`src/rtl/word_serializer.sv`:
```
// Parallel-to-serial front end: accepts WIDTH-bit words on valid/ready and shifts them out
// one bit per clock, with a one-entry holding register for gap-free back-to-back frames.
module word_serializer #(
  parameter int unsigned WIDTH     = 8,
  parameter bit          LSB_FIRST = 1'b1
) (
  input  logic             clk,
  input  logic             reset,
  input  logic [WIDTH-1:0] in_data,
  input  logic             in_valid,
  output logic             in_ready,
  output logic             ser_out,
  output logic             ser_valid,
  output logic             frame_start,
  output logic             frame_end,
  output logic             busy
);

  localparam int unsigned CW = $clog2(WIDTH);

  typedef enum logic {StIdle, StShift} state_e;

  state_e           r_st, w_st_d;
  logic [WIDTH-1:0] r_shreg, w_shreg_d;
  logic [CW-1:0]    r_bit_cnt, w_bit_cnt_d;
  logic [WIDTH-1:0] r_hold, w_hold_d;
  logic             r_hold_full, w_hold_full_d;

  logic             w_accept;
  logic             w_last;
  logic [WIDTH-1:0] w_shifted;

  // in_ready is a pure function of r_hold_full, so accept never loops back through outputs.
  assign w_accept  = in_valid && !r_hold_full;
  assign w_last    = (r_st == StShift) && (r_bit_cnt == CW'(WIDTH - 1));
  assign w_shifted = LSB_FIRST ? {1'b0, r_shreg[WIDTH-1:1]} : {r_shreg[WIDTH-2:0], 1'b0};

  always_ff @(posedge clk) begin
    if (reset) begin
      r_st        <= StIdle;
      r_shreg     <= '0;
      r_bit_cnt   <= '0;
      r_hold      <= '0;
      r_hold_full <= 1'b0;
    end else begin
      r_st        <= w_st_d;
      r_shreg     <= w_shreg_d;
      r_bit_cnt   <= w_bit_cnt_d;
      r_hold      <= w_hold_d;
      r_hold_full <= w_hold_full_d;
    end
  end

  always_comb begin
    w_st_d        = r_st;
    w_shreg_d     = r_shreg;
    w_bit_cnt_d   = r_bit_cnt;
    w_hold_d      = r_hold;
    w_hold_full_d = r_hold_full;
    unique case (r_st)
      StIdle: begin
        if (w_accept) begin
          w_shreg_d   = in_data;
          w_bit_cnt_d = '0;
          w_st_d      = StShift;
        end
      end
      StShift: begin
        if (w_last) begin
          w_bit_cnt_d = '0;
          if (r_hold_full) begin
            w_shreg_d     = r_hold;
            w_hold_full_d = 1'b0;
          end else if (w_accept) begin
            w_shreg_d = in_data;
          end else begin
            w_shreg_d = w_shifted;
            w_st_d    = StIdle;
          end
        end else begin
          w_shreg_d   = w_shifted;
          w_bit_cnt_d = r_bit_cnt + CW'(1);
          if (w_accept) begin
            w_hold_d      = in_data;
            w_hold_full_d = 1'b1;
          end
        end
      end
      default: w_st_d = StIdle;
    endcase
  end

  always_comb begin
    in_ready    = !r_hold_full;
    ser_valid   = (r_st == StShift);
    ser_out     = 1'b0;
    frame_start = 1'b0;
    frame_end   = 1'b0;
    busy        = (r_st == StShift) || r_hold_full;
    if (r_st == StShift) begin
      ser_out     = LSB_FIRST ? r_shreg[0] : r_shreg[WIDTH-1];
      frame_start = (r_bit_cnt == '0);
      frame_end   = w_last;
    end
  end

endmodule

```
`config.mk`:
```
export PLATFORM = sky130hd
export DESIGN_NAME = word_serializer
export DESIGN_NICKNAME = d
export VERILOG_FILES = /design/src/rtl/word_serializer.sv
export SDC_FILE = /design/constraint.sdc
export NUM_CORES = 1
export LEC_CHECK = 0
export BUFFER_PORTS_ARGS = -buffer_cell sky130_fd_sc_hd__buf_4
export CORE_MARGIN = 4
export CORE_UTILIZATION = 55
export DETAILED_ROUTE_END_ITERATION = 16
export GPL_ROUTABILITY_DRIVEN = 0
export PLACE_DENSITY = 0.86
export SYNTH_ARGS = -nofsm -noshare
export SYNTH_HDL_FRONTEND = slang
export SYNTH_SLANG_ARGS = --single-unit
```
`constraint.sdc`:
```
create_clock -name clk -period 1.7 [get_ports clk]
set_input_delay 0.255 -clock clk [delete_from_list [all_inputs] [get_ports clk]]
set_output_delay 0.255 -clock clk [all_outputs]
set_load 0.02 [all_outputs]
```
# Word-level counts from Yosys, hierarchy flattened
# Index checks and enable logic that the tools add are counted.
[totals]
inputBits = 11
regBits = 21
[classes]
addsub = 1
n_bitwise = 2
eq_ne = 2
muxes = 17
reduce_logical = 8
[op_table]
columns = ["operator", "count"]
rows = [
  ["two-way mux 8 bit", 4],
  ["one-hot mux 8 bit (2 select lines)", 1],
  ["two-way mux 1 bit", 8],
  ["two-way mux 3 bit", 2],
  ["one-hot mux 3 bit (2 select lines)", 1],
  ["adder 3 x 1 -> 3 bit (second input constant)", 1],
  ["== test 3 bit (second input constant)", 1],
  ["zero test 3 bit", 1],
  ["AND reduction 3 bit", 1],
  ["logical AND 1 bit", 2],
  ["!= test 2 bit (second input constant)", 1],
  ["NOT 1 bit", 2],
  ["one-hot mux 1 bit (2 select lines)", 1],
  ["AND reduction 2 bit", 1],
  ["nonzero test 2 bit", 1],
  ["zero test 1 bit", 1],
  ["logical OR 1 bit", 1],
]

# Logic depth before layout (Yosys ltp)
[depth]
ltp_word = 6
ltp_mapped = 7
mapped_depth_nobuf = 6

# Least setup slack after synthesis
# OpenSTA, ideal clock, no wires.
[synth_path]
path_type = "flip-flop to flip-flop"
from = "register r_bit_cnt[0]"
to = "register r_hold[5]"
path_stages_with_launch = 7
path_buffers = 0
slack_ps = 246
period_less_slack_ps = 1454
t_required_ps = 1570
t_arrival_ps = 1323
setup_ps = 130
path_cell_list = "dfxtp_1 -> ha_1 -> ha_1 -> nand2b_2 -> nor2_8 -> mux2i_1 -> nor2_1"
[synth_between]
elab_chain_len = 4
[synth_lines]
columns = ["item", "line_no", "source"]
rows = [
  ["from (decl)", "25", "logic [CW-1:0] r_bit_cnt, w_bit_cnt_d;"],
  ["from (signal assigned)", "48", "r_bit_cnt <= w_bit_cnt_d;"],
  ["== test 3 bit", "35", "assign w_last = (r_st == StShift) && (r_bit_cnt == CW'(WIDTH - 1));"],
  ["logical AND 1 bit", "35", ""],
  ["NOT 1 bit (no line)", "-", ""],
  ["AND reduction 3 bit (no line)", "-", ""],
  ["to (signal assigned)", "49", "r_hold <= w_hold_d;"],
  ["to (decl)", "26", "logic [WIDTH-1:0] r_hold, w_hold_d;"],
]
# No other way between the ends.
# A chain may end at the register's enable or synchronous reset.

# Final worst setup path
[layout_path]
from = "register r_bit_cnt[0]"
to = "output port frame_end"
[layout_between]
elab_chain_len = 3
[layout_lines]
columns = ["item", "line_no", "source"]
rows = [
  ["== test 3 bit", "35", ""],
  ["logical AND 1 bit", "35", ""],
  ["two-way mux 1 bit", "100", "if (r_st == StShift) begin"],
  ["to (decl)", "15", "output logic frame_end,"],
]
# No other way between the ends.

==> flow_metrics.py <==
metrics = {
    "run_status": {
        "status": "complete, no violations",
    },
    "cells_and_area": {
        "areaGrowthSynthToFinish_pct": 18.6,
        "final.fill_count": 173,
        "nets": 165,
        "postLayoutCellArea_um2": 1340,
        "diodes": 0,
        "multi_input_area_um2": 644,
        "drive_gt1_frac": 0.287,
        "seqCellArea_um2": 423,
        "utilization": 0.684,
    },
    "hold_path": {
        "whs_endpoint": "r_hold[4]",
        "hold_class": "in -> reg",
        "worstHoldPathCells": 3,
        "min-delay-start": "in_data[4]",
    },
    "floorplanning": {
        "core_um2": 1960,
        "ios": 17,
        "die_w_um": 53.4,
        "initial_core_util": 0.577,
        "std_cell_rows": 16,
        "fp.dieH_um": 53.4,
        "dieArea_um2": 2850,
    },
    "worst_setup_path": {
        "cp.required_ns": 1.44,
        "cp_max_fo": 7,
        "worst-r2r-setup-slack_ns": 0.14,
        "critPathKind": "reg -> out",
        "end_kind": "output pin",
        "r2r.worst_path.cells": 8,
        "max_stage_delay_ns": 0.37,
        "worstPathArrival_ns": 1.38,
        "path_cells": "ha_4 > ha_4 > buf_6 > nand2_2 > inv_2 > buf_4",
        "cp_top_family": "flip-flops",
        "critPathLaunchType": "flop",
        "regToRegStartpoint": "r_bit_cnt[0]",
        "critPathBufInv": 3,
        "cp_common_cell": "ha_4",
        "reg2reg_to": "r_shreg[3]",
        "crit_slowest_cell": "dfxtp_2",
    },
    "cts": {
        "clk_latency_ns": 0.30,
        "postCtsHoldBufs": 0,
        "cts_num_sinks": 21,
        "path_clk_slew_ns": 0.11,
        "h-tree-depth": 1,
        "cts_made_buffers": 3,
        "root_buffer": "clkbuf_4",
        "tritoncts": "built",
        "cts_max_path_buffers": 2,
    },
    "grt": {
        "grtUsageTotal": 0.186,
        "antenna_found_initial": 0,
        "grt_pass1_vias": 930,
        "grt_pass1_wl_mm": 3.95,
        "grt_max_degree": 22,
        "grt-ovfl-total": 0,
    },
    "detailed_routing": {
        "ant_nets": 0,
        "firstDrtPassIters": 4,
        "wirelength_mm": 2.50,
        "remaining_drc_errors": 0,
        "vias": 1013,
        "drtIter0Drc": 35,
        "routedWlPerCell_um": 14.1,
        "viasPerCell": 5.72,
    },
    "logic_synthesis": {
        "syn_area_um2": 1130,
        "yosysSeqAreaShare": 0.372,
        "ys_types": 32,
        "yosys_warnings": 0,
        "avgSynthCellArea_um2": 8.63,
        "synth_ff_type": "dfxtp_1",
        "synth_nets": 145,
        "synth-seq-cells": 21,
        "async_flop_share": 0,
        "synth_edf_count": 0,
        "syn_inst": 131,
    },
    "timing": {
        "slew_headroom": 0.705,
        "period_needed_ns": 1.64,
        "fin_tns_setup_ns": 0,
        "fin_crit_sh": 0.962,
        "fmax_ghz": 0.611,
        "max_slew.worst_pin.slew_ns": 0.442,
        "fin_hold_ws_ns": 0.193,
        "fin_skew_ns": 0.00111,
        "setup_violations": 0,
        "finalHoldViolations": 0,
        "slew_viol_final": 0,
    },
    "placement": {
        "numPortBuffers": 16,
        "dp_hpwl_mm": 1.75,
        "place_area_um2": 1240,
    },
    "power": {
        "finalPower_mw": 1.02,
        "power_density_nw_per_um2": 757,
        "ir_drop_mv": 0.632,
        "leakage_nw": 0.549,
    },
    "job": {
        "maxCapViolCount": 0,
    },
}
## cell usage after synthesis, drive strengths merged, types with 3 or more instances
cell	count	area, µm²
o21ai	16	83.8
a22o	5	43.8
nand2b	4	42.6
mux2i	9	90.1
dfxtp	21	420
nor2b	3	18.8
a21oi	3	15.0
a22oi	5	37.5
a211oi	3	22.5
nor3	3	15.0
nand3	5	25.0
inv	8	30.0
nand2	6	22.5
nor2	20	93.8
buf	7	56.3
ha	3	37.5
## what timing repair did
action / CTS / global route
setup endpoints to repair: 3 / 1
resized for setup: 6 / 3
gates cloned: 0 / 0
setup buffers: 0 / 5
## metal layers
layer / up-vias / part of all wire / track usage
met5: - / 0 / 0
met4: 0 / 0.0088 / 0.0681
met3: 4 / 0.049 / 0.0451
met2: 28 / 0.50 / 0.318
met1: 491 / 0.45 / 0.222
li1: 490 / - / -
## flip-flops by register name (all words and copies together) (netlist names)
| register | cells |
|---|---|
| r_shreg | 8 |
| r_hold | 8 |
| r_bit_cnt | 3 |
| r_hold_full | 1 |
| ser_valid | 1 |
## placed cells by master (no fill, tap or decap), types with 4 or more instances in the layout
cell,n
nand3_1,5
dfxtp_1,19
o21ai_0,11
inv_1,6
a22oi_1,5
nand2_1,5
a22o_1,5
buf_4,23
mux2i_1,9
o21ai_1,4
nor2_1,18
## layout make-up
| class | count | area share |
|---|---|---|
| inverters | 8 | 0.0224 |
| clock buffers | 4 | 0.0196 |
| well taps | 27 | 0.0252 |
| flip-flops and latches | 21 | 0.315 |
| repair buffers | 24 | 0.137 |
| multi-input cells | 93 | 0.480 |
## cell families after synthesis
group,synth area share
AND/OR/NAND/NOR,0.215
AO/OA/AOI/OAI,0.218
flip-flops,0.372
buffers and inverters,0.0830
multiplexers,0.0796
adder cells (fa/ha/maj),0.0332
## worst max-delay path by stage
stage                            start    endpoint  slack [ns]  cells past startpoint
after detailed placement  r_bit_cnt[0]   r_hold[5]        0.09                      6
after global routing      r_bit_cnt[0]  r_shreg[3]       -0.02                      8
final                     r_bit_cnt[0]   frame_end        0.06                      6
after global placement    r_bit_cnt[0]   r_hold[3]        0.18                      6
after CTS                 r_bit_cnt[0]   frame_end       -0.02                      6
after floorplan           r_bit_cnt[0]   r_hold[5]        0.25                      6
## report_power, final
group | switching [mW] | internal, mW
Clock | 0.151 | 0.0916
Sequential | 0.0304 | 0.526
Combinational | 0.118 | 0.0993
## per-stage QoR
step,setup WS (ns),std cells
after floorplan,0.246,131
after global placement,0.176,168
after detailed placement,0.0890,168
after CTS,-0.0167,172
after global routing,-0.0211,177
final,0.0642,177
## worst reg2reg max path: cells and delay by family (launching register included)
family / cells / cell delay [ns]
AO/OA/AOI/OAI: 3 / 0.38
flip-flops: 1 / 0.37
adder cells (fa/ha/maj): 2 / 0.32
buffers and inverters: 2 / 0.27
AND/OR/NAND/NOR: 1 / 0.16
Note: power is estimated with default switching activity, not from simulation.
